[config.mk]
export PLATFORM = sky130hd
export DESIGN_NAME = alu_mem_stage
export DESIGN_NICKNAME = d
export VERILOG_FILES = /design/src/rtl/alu_mem_stage.sv
export SDC_FILE = /design/constraint.sdc
export NUM_CORES = 1
export LEC_CHECK = 0
export ABC_AREA = 1
export CAP_MARGIN = 30
export CORE_MARGIN = 2
export CORE_UTILIZATION = 25
export CTS_BUF_LIST = sky130_fd_sc_hd__clkbuf_8
export DETAILED_ROUTE_END_ITERATION = 16
export PLACE_DENSITY_LB_ADDON = 0.25
export SLEW_MARGIN = 10
export SYNTH_ARGS = -nofsm -noshare
export SYNTH_HDL_FRONTEND = slang
export SYNTH_SLANG_ARGS = --single-unit
[constraint.sdc]
create_clock -name clk -period 3.6 [get_ports clk]
set_clock_uncertainty 0.2 [all_clocks]
set_input_delay 0.36 -clock clk [delete_from_list [all_inputs] [get_ports clk]]
set_output_delay 0.36 -clock clk [all_outputs]
set_load 0.01 [all_outputs]
[src/rtl/alu_mem_stage.sv]
// alu_mem_stage: ALU -> MEM pipeline register with valid/ready handshake,
// a one-entry skid buffer, flush, byte-lane generation and misalignment
// detection for sub-word loads/stores, plus a forwarding tap for decode.
//
// Ports:
//   clk, rst_n              clock (rising edge), async active-low reset
//   flush                   drop all held and incoming ops
//   inValid / inReady       upstream handshake (inReady = !skid valid)
//   dataIn, dataRs2In       ALU result / address and store data
//   writeEnableIn, dataCacheReadEnableIn, dataCacheWriteEnableIn,
//   memSizeIn, memUnsignedIn, writeBackAddrIn   op control from ALU
//   outValid / outReady     downstream handshake
//   dataOut, dataRs2Out, byteEnableOut, dataCache*EnableOut,
//   writeEnableOut, writeBackAddrOut, memSizeOut, memUnsignedOut,
//   misalignOut             registered op towards cache / MEM_WB
//   fwdValid, fwdAddr, fwdData   decode-stage bypass tap
module alu_mem_stage #(
  parameter int DATA_W = 32,
  parameter int REG_AW = 5,
  parameter int BE_W   = DATA_W / 8
) (
  input  logic              clk,
  input  logic              rst_n,
  input  logic              flush,
  input  logic              inValid,
  output logic              inReady,
  input  logic [DATA_W-1:0] dataIn,
  input  logic [DATA_W-1:0] dataRs2In,
  input  logic              writeEnableIn,
  input  logic              dataCacheReadEnableIn,
  input  logic              dataCacheWriteEnableIn,
  input  logic [1:0]        memSizeIn,
  input  logic              memUnsignedIn,
  input  logic [REG_AW-1:0] writeBackAddrIn,
  output logic              outValid,
  input  logic              outReady,
  output logic [DATA_W-1:0] dataOut,
  output logic [DATA_W-1:0] dataRs2Out,
  output logic [BE_W-1:0]   byteEnableOut,
  output logic              dataCacheReadEnableOut,
  output logic              dataCacheWriteEnableOut,
  output logic              writeEnableOut,
  output logic [REG_AW-1:0] writeBackAddrOut,
  output logic [1:0]        memSizeOut,
  output logic              memUnsignedOut,
  output logic              misalignOut,
  output logic              fwdValid,
  output logic [REG_AW-1:0] fwdAddr,
  output logic [DATA_W-1:0] fwdData
);

  localparam int OFFW = $clog2(BE_W);

  typedef struct packed {
    logic [DATA_W-1:0] data;
    logic [DATA_W-1:0] rs2;
    logic [BE_W-1:0]   be;
    logic              re;
    logic              we;
    logic              wen;
    logic [REG_AW-1:0] wb;
    logic [1:0]        size;
    logic              uns;
    logic              mis;
  } op_t;

  op_t  in_op;
  op_t  main_q, main_d;
  op_t  skid_q, skid_d;
  logic valid_q, valid_d;
  logic skid_valid_q, skid_valid_d;

  logic [OFFW-1:0] off;
  logic [OFFW-1:0] align_mask;
  logic [BE_W-1:0] size_mask;
  logic            is_mem;
  logic            mis;
  logic            accept;
  logic            main_load;

  // Lane and alignment decode on the incoming op; the result is stored so
  // the cache sees registered enables and already-shifted store data.
  always_comb begin
    off        = dataIn[OFFW-1:0];
    align_mask = '0;
    size_mask  = '0;
    case (memSizeIn)
      2'd0: begin align_mask = '0;          size_mask = BE_W'(4'h1);  end
      2'd1: begin align_mask = OFFW'(1);    size_mask = BE_W'(4'h3);  end
      2'd2: begin align_mask = OFFW'(3);    size_mask = BE_W'(4'hF);  end
      default: begin align_mask = OFFW'(7); size_mask = '1;           end
    endcase
    is_mem = dataCacheReadEnableIn | dataCacheWriteEnableIn;
    mis    = is_mem & (((off & align_mask) != '0) ||
                       (memSizeIn == 2'd3 && DATA_W == 32));

    in_op.data = dataIn;
    in_op.rs2  = dataRs2In << {off, 3'b000};
    in_op.be   = (is_mem && !mis) ? (size_mask << off) : '0;
    in_op.re   = dataCacheReadEnableIn & ~mis;
    in_op.we   = dataCacheWriteEnableIn & ~mis;
    in_op.wen  = writeEnableIn & ~mis;
    in_op.wb   = writeBackAddrIn;
    in_op.size = memSizeIn;
    in_op.uns  = memUnsignedIn;
    in_op.mis  = mis;
  end

  assign inReady   = ~skid_valid_q;
  assign accept    = inValid & inReady;
  assign main_load = ~valid_q | outReady;

  // The skid drains into main whenever main can load; because inReady is
  // derived from the skid bit, an accept with a full skid cannot occur, but
  // the refill path is kept so the structure stays correct if that changes.
  always_comb begin
    valid_d      = valid_q;
    skid_valid_d = skid_valid_q;
    main_d       = main_q;
    skid_d       = skid_q;
    if (flush) begin
      valid_d      = 1'b0;
      skid_valid_d = 1'b0;
    end else if (main_load) begin
      if (skid_valid_q) begin
        main_d       = skid_q;
        valid_d      = 1'b1;
        skid_valid_d = accept;
        if (accept) skid_d = in_op;
      end else begin
        valid_d = accept;
        if (accept) main_d = in_op;
      end
    end else if (accept) begin
      skid_d       = in_op;
      skid_valid_d = 1'b1;
    end
  end

  always_ff @(posedge clk or negedge rst_n) begin
    if (!rst_n) begin
      valid_q      <= 1'b0;
      skid_valid_q <= 1'b0;
      main_q       <= '0;
      skid_q       <= '0;
    end else begin
      valid_q      <= valid_d;
      skid_valid_q <= skid_valid_d;
      main_q       <= main_d;
      skid_q       <= skid_d;
    end
  end

  assign outValid                = valid_q;
  assign dataOut                 = main_q.data;
  assign dataRs2Out              = main_q.rs2;
  assign byteEnableOut           = valid_q ? main_q.be : '0;
  assign dataCacheReadEnableOut  = valid_q & main_q.re;
  assign dataCacheWriteEnableOut = valid_q & main_q.we;
  assign writeEnableOut          = valid_q & main_q.wen;
  assign writeBackAddrOut        = main_q.wb;
  assign memSizeOut              = main_q.size;
  assign memUnsignedOut          = main_q.uns;
  assign misalignOut             = valid_q & main_q.mis;

  assign fwdValid = writeEnableOut & ~dataCacheReadEnableOut & (main_q.wb != '0);
  assign fwdAddr  = main_q.wb;
  assign fwdData  = main_q.data;

endmodule

# Word-level counts from Yosys, hierarchy flattened
# Cells that the tools add are included.
word_totals:
  regBits: 162
  inputBits: 80
  elab_cells: 73
classes:
  n_eq_ne: 3
  shift: 2
  mux: 16
  bitwise: 19
  n_reduce_logical: 11
op_table:
  columns: ["cell", "n"]
  rows:
  - ["$mux 80", 5]
  - ["$shl 32x5->32", 1]
  - ["$and 1x1->1", 11]
  - ["$mux 4", 2]
  - ["$pmux 4 s2", 1]
  - ["$mux 1", 7]
  - ["$reduce_bool 2->1", 3]
  - ["$not 1->1", 5]
  - ["$reduce_bool 5->1", 1]
  - ["$pmux 2 s2", 1]
  - ["$shl 4x2->4", 1]
  - ["$reduce_and 3->1", 1]
  - ["$reduce_bool 3->1", 1]
  - ["$and 2x2->2", 1]
  - ["$eq 2x1->1 const B", 1]
  - ["$eq 2x2->1 const B", 1]
  - ["$logic_not 2->1", 1]
  - ["$ne 2x2->1 const B", 1]
  - ["$or 1x1->1", 2]
  - ["$reduce_and 2->1", 1]
  - ["$logic_and 1x1->1", 1]
  - ["$logic_not 1->1", 1]
  - ["$logic_or 1x1->1", 1]

# Longest topological paths before layout
# Gate-level depths: netlist (run 1).
logic_depth:
  depth_word: 12
  ltp_mapped: 9
  ltp_nobuf: 7

# Least setup slack after synthesis (run 1)
# OpenSTA, ideal clock, no wires.
synth_path:
  kind: "register to register"
  startpoint: "register valid_q, in the netlist outValid"
  endpoint: "register skid_q[12] in the netlist's numbering"
  t_arrival_ps: 1245
  t_required_ps: 3264
  path_slack_ps: 2018
  path_stages_with_launch: 9
  period_less_slack_ps: 1582
  cell_sequence: "dfrtp_1 buf_4 nand3_1 nor2_2 inv_2 buf_6 buf_2 nand2_1 o21ai_0"
synth_via:
  elab_chain_len: 4
  elab_cells_between_ends: 5
  classes_between: "eq/ne: 1; mux: 1; bitwise: 2; reduce/logical: 1"
synth_lines:
  columns: ["element", "line", "text"]
  rows:
  - ["start, declared", "70", "logic valid_q, valid_d;"]
  - ["start signal, assigned", "147", "valid_q <= valid_d;"]
  - ["$not 1->1 (*)", "111", "assign main_load = ~valid_q | outReady;"]
  - ["$or 1x1->1 (*)", "111", null]
  - ["$ne 2x2->1 (no line)", null, null]
  - ["$reduce_and 2->1 (no line)", null, null]
  - ["end signal, assigned", "150", "skid_q <= skid_d;"]
  - ["end, declared", "69", "op_t skid_q, skid_d;"]
# Mark *: on every way between the ends. The rest lies on a longest branch, timed or not.
# A chain may end at the register's enable or synchronous reset.

# Worst setup path in the final report (run 1)
layout_path:
  startpoint: "register valid_q, in the netlist outValid"
  endpoint: "output port fwdValid"
layout_via:
  elab_chain_len: 4
  elab_cells_between_ends: 5
  classes_between: "bitwise: 5"
layout_lines:
  columns: ["element", "line", "text"]
  rows:
  - ["$and 1x1->1", "158", "assign dataCacheReadEnableOut = valid_q & main_q.re;"]
  - ["$not 1->1", "166", "assign fwdValid = writeEnableOut & ~dataCacheReadEnableOut & (main_q.wb != '0);"]
  - ["$and 1x1->1 (*) (2 in a row)", "166", null]
  - ["end, declared", "47", "output logic fwdValid,"]
# Marked as above.

==> results of run 1 <==
cell type report:
type,count,area (sq um),share of cell area (%)
Timing Repair Buffer,218,2140,20.9
Inverter,79,300,2.93
Sequential cell,162,4050,39.6
Multi-Input combinational cell,643,2820,27.5
Clock inverter,13,114,1.11
Clock buffer,19,262,2.55
Tap cell,442,553,5.40
layer usage:
metal	share of wire [%]	GRT usage, %	wire, microns	vias up
li1	-	-	-	3371
met1	48	19.5	11400	3088
met2	46	21.5	10700	195
met3	5.2	3.01	1230	18
met4	1.1	4.03	270	0
met5	0	0	0	-
worst paths after layout:
check                      cells past startpoint                          to  slack, ns                      from
max reg2reg                                    6      skid_q[49]$_DFFE_PN0P_       1.41  skid_valid_q$_DFFE_PN0P_
max                                            4                    fwdValid       1.01      outValid$_DFFE_PN0P_
min                                            2      skid_q[16]$_DFFE_PN0P_       0.27    skid_q[16]$_DFFE_PN0P_
max in group asynchronous                      3   dataRs2Out[9]$_DFFE_PN0P_       2.03                     rst_n
min reg2reg                                    2      skid_q[16]$_DFFE_PN0P_       0.27    skid_q[16]$_DFFE_PN0P_
min in group asynchronous                      2  dataRs2Out[19]$_DFFE_PN0P_       0.28                     rst_n
cells in the mapped netlist (all sizes together):
library cell	count	area (sq um)
dfrtp	162	4050
nor2	56	225
o21a	1	7.51
clkbuf	29	109
o211ai	3	36.3
nand3	43	215
a21oi	17	85.1
inv	79	297
or2	6	37.5
nor3	1	5.00
a31oi	8	50.1
o22ai	11	68.8
buf	139	993
a21boi	1	7.51
nand2	319	1200
o21ai	177	886
report_power, final:
part	total, W	internal (W)	switching [W]
Combinational	0.00122	0.000636	0.000581
Clock	0.00132	0.000581	0.000740
Sequential	0.00237	0.00217	0.000203
Total	0.00491	0.00338	0.00152
tightest hold or removal path: stages, from the launching register on:
cell and delay (ns):
dfrtp_1 0.35, nand2_1 0.05, nand2_1 0.04
cells by family after synthesis:
family | Yosys count | synth area share (%)
buffers and inverters | 247 | 16.9
flip-flops | 162 | 49.0
AND/OR/NAND/NOR | 425 | 20.3
AO/OA/AOI/OAI | 218 | 13.8
stage by stage:
stage	hold WS [ns]	setup WS (ns)	util [%]
2_1_floorplan	-0.136	2.02	-
3_3_place_gp	0.249	1.16	30.3
3_5_place_dp	0.253	1.12	30.3
4_1_cts	0.231	0.959	31.5
5_1_grt	0.253	0.843	31.5
6_report	0.273	1.01	31.5
state kept, by name, indices dropped and copies added (netlist names):
register,flops
dataOut,32
dataRs2Out,32
fwdAddr,5
main_q,8
memSizeOut,2
memUnsignedOut,1
outValid,1
skid_q,80
skid_valid_q,1
repair_timing:
action / in CTS / in global routing
hold buffers: 1 / 0
endpoints found under the hold margin: 75 / 0
setup buffers: 0 / 0
resized for setup: 0 / 0
==> flow_summary.ini, run 1 <==
[status]
status = finished clean

[layout]
drive_above_1_share_pct = 5.38
final_cell_mix = nand2_1, clkdlybuf4s50_1, o21ai_0
layout_commonest_cell = nand2_1
nets = 1201
syn_to_final_growth_pct = 23.8
fill_cells = 3490
antennaDiodeCount = 0
fin_cells = 1576
final_cell_area_sq_um = 10200

[placement]
dp_hpwl_microns = 16000
io_buffer_count = 199
place_inst = 1543
dpl_cell_area_sq_um = 9860
gp_congestion = 0.778

[pwr]
leakage_nw = 4.95
power_density_nw_per_um2 = 479
total_power_w = 0.00491
ir_worst_vdd_uv = 188

[critical_path]
critPathBufInv = 2
worstSetupStartpointType = register
crit_path_end_kind = output pin
cp.required_ns = 3.04
worst-setup-path-type = register to output pin
cp_top_family = flip-flops
critical_path.slowest_cell = dfrtp_1
cp_data_arrival_time_ns = 2.03
critical_path.max_fanout = 11
slowest_delay_ns = 0.66
cp_cell_sequence = nand2_1 > nand3_1 > inv_1 > clkdlybuf4s50_1

[clocking]
clk_path_buf_depth = 2
numCtsBuffers = 17
clk_latency_ns = 0.47
cts_sinks = 162
cts-root-buf = clkbuf_8
cts_tree = yes
clk_pin_slew_ns = 0.09
htree_levels = 4

[timing]
setup_viol = 0
rsz0062_at_grt = no
report.final.slew_viol_count = 0
period_needed_ns = 2.59
worst_pin_slew_ns = 0.803
fin_setup_tns_ns = 0
hold_viol = 0
post-route-period-util_pct = 71.9
slew_headroom_pct = 46.5
fmax_mhz = 386

[logic_synthesis]
synthesis.nets = 1132
ys_seq_area_share_pct = 49.0
synth_seq_cells = 162
synthDistinctLibCells = 25
synthCells = 1052
syn_area_sq_um = 8270
yosysWarnings = 0
avgSynthCellArea_sq_um = 7.87

[global_routing]
track_usage_pct = 13.9
grt_antenna_before_repair = 0
grt_max_degree = 81
grt_pass1_vias = 6239
grt_overflow_total = 0
grt_pass1_wl_microns = 36400

[drt]
vias_per_cell = 4.23
dr.pass1.iters = 5
drt_iter0_markers = 553
wl_per_cell_microns = 15.0
drc = 0
vias = 6672
totalWireLength_microns = 23600
drt.antenna.violating_nets = 0

[flow_run]
cap_violations = 0

[floorplanning]
rows = 66
die_h_microns = 186
die_area_sq_um = 34600
start_util_pct = 25.4
die_w_microns = 186
core_area_sq_um = 32500
ioPinCount = 200

[hold_path]
hold_class = register to register
Power figures use the tool's default switching activity.
==> run 2: changes to the inputs <==
==> constraint.sdc (replaced) <==
create_clock -name clk -period 2.3 [get_ports clk]
set_clock_uncertainty 0.2 [all_clocks]
set_input_delay 0.23 -clock clk [delete_from_list [all_inputs] [get_ports clk]]
set_output_delay 0.23 -clock clk [all_outputs]
set_load 0.01 [all_outputs]
==> flow_summary.ini, run 2 (synthesized netlist as in run 1, its figures left out) <==
[layout]
nets = 1217
layout_commonest_cell = nand2_1
antennaDiodeCount = 0
regMostFlops = skid_q
syn_to_final_growth_pct = 27.5
drive_above_1_share_pct = 6.97
largest_register_ffs = 80
final_cell_mix = nand2_1, clkdlybuf4s50_1, o21ai_0
finalCoreUtilization_pct = 32.4

[drt]
totalWireLength_microns = 23100
vias_per_cell = 4.25
drc = 0
drt.antenna.violating_nets = 0
drt_iter0_markers = 445
vias = 6753
dr.pass1.iters = 5
wl_per_cell_microns = 14.5

[clocking]
clk_path_buf_depth = 2
cts_sinks = 162
htree_levels = 4
numCtsBuffers = 17
cts_tree = yes
clk_latency_ns = 0.46
cts-root-buf = clkbuf_8
clk_pin_slew_ns = 0.11

[critical_path]
critPathBufInv = 2
critPathMostFrequentCell = nand3_1
slowest_delay_ns = 0.48
cp_cell_sequence = nor3_1 > nand3_1 > nand3_1 > inv_1 > clkdlybuf4s50_1
critical_path.slowest_cell = clkdlybuf4s50_1
critical_path.max_fanout = 4
cp_top_family = buffers and inverters
worst-setup-path-type = register to output pin
cp_data_arrival_time_ns = 1.76
reg2reg_depth = 6
cp.required_ns = 1.87
cp.depth = 5
crit_path_end_kind = output pin
worstSetupStartpointType = register

[global_routing]
grt_overflow_total = 0
grt_max_degree = 84
grt_pass1_wl_microns = 37000
track_usage_pct = 13.9
grt_antenna_before_repair = 1
grt_pass1_vias = 6444

[timing]
hold_viol = 0
fin_setup_tns_ns = 0
slew_headroom_pct = 66.5
report.final.slew_viol_count = 0
fmax_mhz = 457
period_needed_ns = 2.19
post-route-period-util_pct = 95.1
worst_pin_slew_ns = 0.502
setup_viol = 0
rsz0062_at_grt = no

[pwr]
ir_worst_vdd_uv = 304
leakage_nw = 5.09
power_density_nw_per_um2 = 755

[floorplanning]
core_area_sq_um = 32500
rows = 66
ioPinCount = 200
start_util_pct = 25.4
die_w_microns = 186
die_area_sq_um = 34600
die_h_microns = 186

[hold_path]
hold_class = input pin to asynchronous set/reset pin

[placement]
dp_hpwl_microns = 15800
gp_congestion = 0.840
io_buffer_count = 199

[status]
status = finished clean

[flow_run]
cap_violations = 0
run 2: cell types whose count changed in the layout (fill, tap and decap cells not counted), sizes merged:
cell         before  now
buf              19   34
clkinvlp          5    2
inv              82   85
bufinv            1    3
clkbuf           19   17
clkinv            4    2
dlygate4sd3       1    2
run 2: metrics by stage:
stage	area (sq um)	worst slack (ns)	std cells	power, W	hold WS [ns]
floorplan	8270	0.718	1052	0.00499	-0.266
global placement	10100	0.222	1554	0.00571	-0.102
detailed placement	10100	0.226	1554	0.00575	-0.101
CTS	10500	0.0481	1587	0.00811	0.107
global route	10500	0.00503	1590	0.00853	0.104
finish	10500	0.113	1590	0.00796	0.111
run 2: worst paths after layout:
kind                                               to  slack [ns]                startpoint
min in group clk               skid_q[57]$_DFFE_PN0P_        0.14                 dataIn[9]
setup reg to reg               skid_q[49]$_DFFE_PN0P_        0.45  skid_valid_q$_DFFE_PN0P_
hold / removal                 skid_q[31]$_DFFE_PN0P_        0.11                     rst_n
hold reg to reg                skid_q[18]$_DFFE_PN0P_        0.27    skid_q[18]$_DFFE_PN0P_
max in group asynchronous  dataRs2Out[31]$_DFFE_PN0P_        0.96                     rst_n
setup / recovery                             fwdValid        0.11    fwdAddr[2]$_DFFE_PN0P_
run 2: routing by layer:
metal,global-route usage (%),wire [microns],share of wire (%)
met4,2.93,140,0.61
met5,0,0,0
met3,3.31,1420,6.1
met2,21.6,10400,45
met1,19.7,11200,48
run 2: layout make-up:
type / instances / area, sq um
repair buffers: 234 / 2410
well taps: 442 / 553
flip-flops and latches: 162 / 4060
inverters: 79 / 300
fillers: 3526 / 22000
multi-input cells: 643 / 2820
clock inverters: 13 / 174
clock buffers: 17 / 234
run 2: power breakdown:
part | internal [W] | leakage [nW] | total [W] | switching, W
logic | 0.00105 | 2.85 | 0.00196 | 0.000915
registers | 0.00339 | 2.05 | 0.00371 | 0.000320
clock network | 0.00109 | 0.202 | 0.00228 | 0.00119
total | 0.00553 | 5.09 | 0.00796 | 0.00243
run 2: repair_timing:
item	CTS	global route
gates resized for setup	1	2
endpoints found under the hold margin	162	0
cloned	0	0
setup buffers	1	2
endpoints found under the setup margin	9	1
hold buffers	2	0
run 2: worst min-delay path: cells and delay by family:
family,cells,cell delay [ns]
buffers and inverters,3,0.96
==> run 3: changes to the inputs <==
--- a/config.mk
+++ b/config.mk
@@ -12,6 +12,7 @@
 export CTS_BUF_LIST = sky130_fd_sc_hd__clkbuf_8
 export DETAILED_ROUTE_END_ITERATION = 16
 export PLACE_DENSITY_LB_ADDON = 0.25
+export REMOVE_ABC_BUFFERS = 1
 export SLEW_MARGIN = 10
 export SYNTH_ARGS = -nofsm -noshare
 export SYNTH_HDL_FRONTEND = slang
==> flow_summary.ini, run 3 (synthesized netlist as in run 1, its figures left out) <==
[timing]
worst_pin_slew_ns = 0.549
post-route-period-util_pct = 94.5
fmax_mhz = 460
slew_headroom_pct = 63.4
period_needed_ns = 2.17
hold_viol = 0
setup_viol = 0
setup_ws_ns = 0.127
rsz0062_at_grt = yes
fin_setup_tns_ns = 0
report.final.slew_viol_count = 0

[layout]
regMostFlops = skid_q
largest_register_ffs = 80
fin_cells = 1585
multi_input_area_sq_um = 2830
fill_cells = 3489
final_cell_mix = nand2_1, clkdlybuf4s50_1, o21ai_0
regArea_sq_um = 4060
final_cell_area_sq_um = 10500
drive_above_1_share_pct = 6.39
syn_to_final_growth_pct = 27.3
layout_commonest_cell = nand2_1
nets = 1210

[critical_path]
cp_data_arrival_time_ns = 1.74
crit_path_end_kind = output pin
worstSetupStartpointType = register
critical_path.max_fanout = 4
worst-setup-path-type = register to output pin
cp.required_ns = 1.87

[global_routing]
track_usage_pct = 13.4
grt_antenna_before_repair = 2
grt_pass1_vias = 6474
grt_max_degree = 84
grt_overflow_total = 0
grt_pass1_wl_microns = 36100

[pwr]
ir_worst_vdd_uv = 339
p_seq_share_pct = 46.2
intPower_w = 0.00564
total_power_w = 0.00802
power_density_nw_per_um2 = 762
leakage_nw = 5.08
p_clk_share_pct = 29.6
p_comb_share_pct = 24.2
swShare_pct = 29.7
power.switching_w = 0.00239

[clocking]
clk_pin_slew_ns = 0.09
numCtsBuffers = 17
clk_latency_ns = 0.44
htree_levels = 4
cts_sinks = 162
cts_tree = yes
cts-root-buf = clkbuf_8
clk_path_buf_depth = 2

[placement]
gp_congestion = 0.747
io_buffer_count = 199
dpl_cell_area_sq_um = 10100
dp_hpwl_microns = 15200
place_inst = 1550
place_ws_ns = 0.240

[drt]
drt.antenna.violating_nets = 0
vias = 6729
totalWireLength_microns = 22800
wl_per_cell_microns = 14.4
vias_per_cell = 4.25
drc = 0
dr.pass1.iters = 5
drt_iter0_markers = 406

[floorplanning]
die_h_microns = 186
start_util_pct = 25.4
ioPinCount = 200
rows = 66
die_area_sq_um = 34600
die_w_microns = 186
core_area_sq_um = 32500

[status]
status = finished clean

[flow_run]
cap_violations = 0

[hold_path]
hold_class = input pin to asynchronous set/reset pin
-- run 3: path summary, 6_finish.rpt --
| kind | start | endpoint | slack, ns | cells past startpoint |
|---|---|---|---|---|
| setup reg to reg | skid_valid_q$_DFFE_PN0P_ | skid_q[60]$_DFFE_PN0P_ | 0.43 | 7 |
| max in group asynchronous | rst_n | skid_q[17]$_DFFE_PN0P_ | 1.10 | 3 |
| setup / recovery | fwdAddr[3]$_DFFE_PN0P_ | fwdValid | 0.13 | 5 |
| hold / removal | rst_n | skid_q[57]$_DFFE_PN0P_ | 0.13 | 2 |
| hold reg to reg | skid_q[16]$_DFFE_PN0P_ | skid_q[16]$_DFFE_PN0P_ | 0.28 | 2 |
| min in group clk | writeBackAddrIn[0] | skid_q[4]$_DFFE_PN0P_ | 0.16 | 3 |
-- run 3: final cells by class --
class / instances / share of cell area [%]
flip-flops and latches: 162 / 38.5
well taps: 442 / 5.25
clock buffers: 18 / 2.35
multi-input cells: 643 / 26.9
diodes: 1 / 0.0238
inverters: 79 / 2.85
repair buffers: 227 / 22.4
clock inverters: 13 / 1.75
-- run 3: power by group through the flow --
stage	registers, W	clock network [W]	logic, W
final	0.00371	0.00237	0.00194
after global routing	0.00379	0.00258	0.00218
after CTS	0.00372	0.00250	0.00197
after detailed placement	0.00377	0	0.00197
after global placement	0.00376	0	0.00194
after floorplan	0.00386	0	0.000664
-- run 3: through the flow --
stage                     hold WS [ns]  util [%]
after global placement          0.0456      30.9
after global routing             0.120      32.4
after detailed placement        0.0409      30.9
after CTS                       0.0991      32.3
after floorplan                 -0.266         -
final                            0.132      32.4
-- run 3: repair_timing --
action,4_1_cts,5_1_grt
cloned,0,0
hold endpoints to repair,112,0
gates resized for setup,1,3
setup buffers,0,2
hold buffers,1,0
endpoints found under the setup margin,2,1
-- run 3: metal layers --
| layer | global-route usage (%) | vias to the layer above | share of wire (%) |
|---|---|---|---|
| li1 | - | 3390 | - |
| met1 | 17.9 | 3156 | 47 |
| met2 | 22.2 | 174 | 47 |
| met3 | 3.38 | 7 | 5.3 |
| met4 | 2.30 | 2 | 0.40 |
| met5 | 0 | - | 0.057 |
-- run 3: worst max-delay path, cell delays in order, from the launching register on --
cell and delay (ns):
dfrtp_1 0.43, nor3_2 0.20, nand3_1 0.10, nand3_1 0.07, inv_1 0.04, clkdlybuf4s50_1 0.47
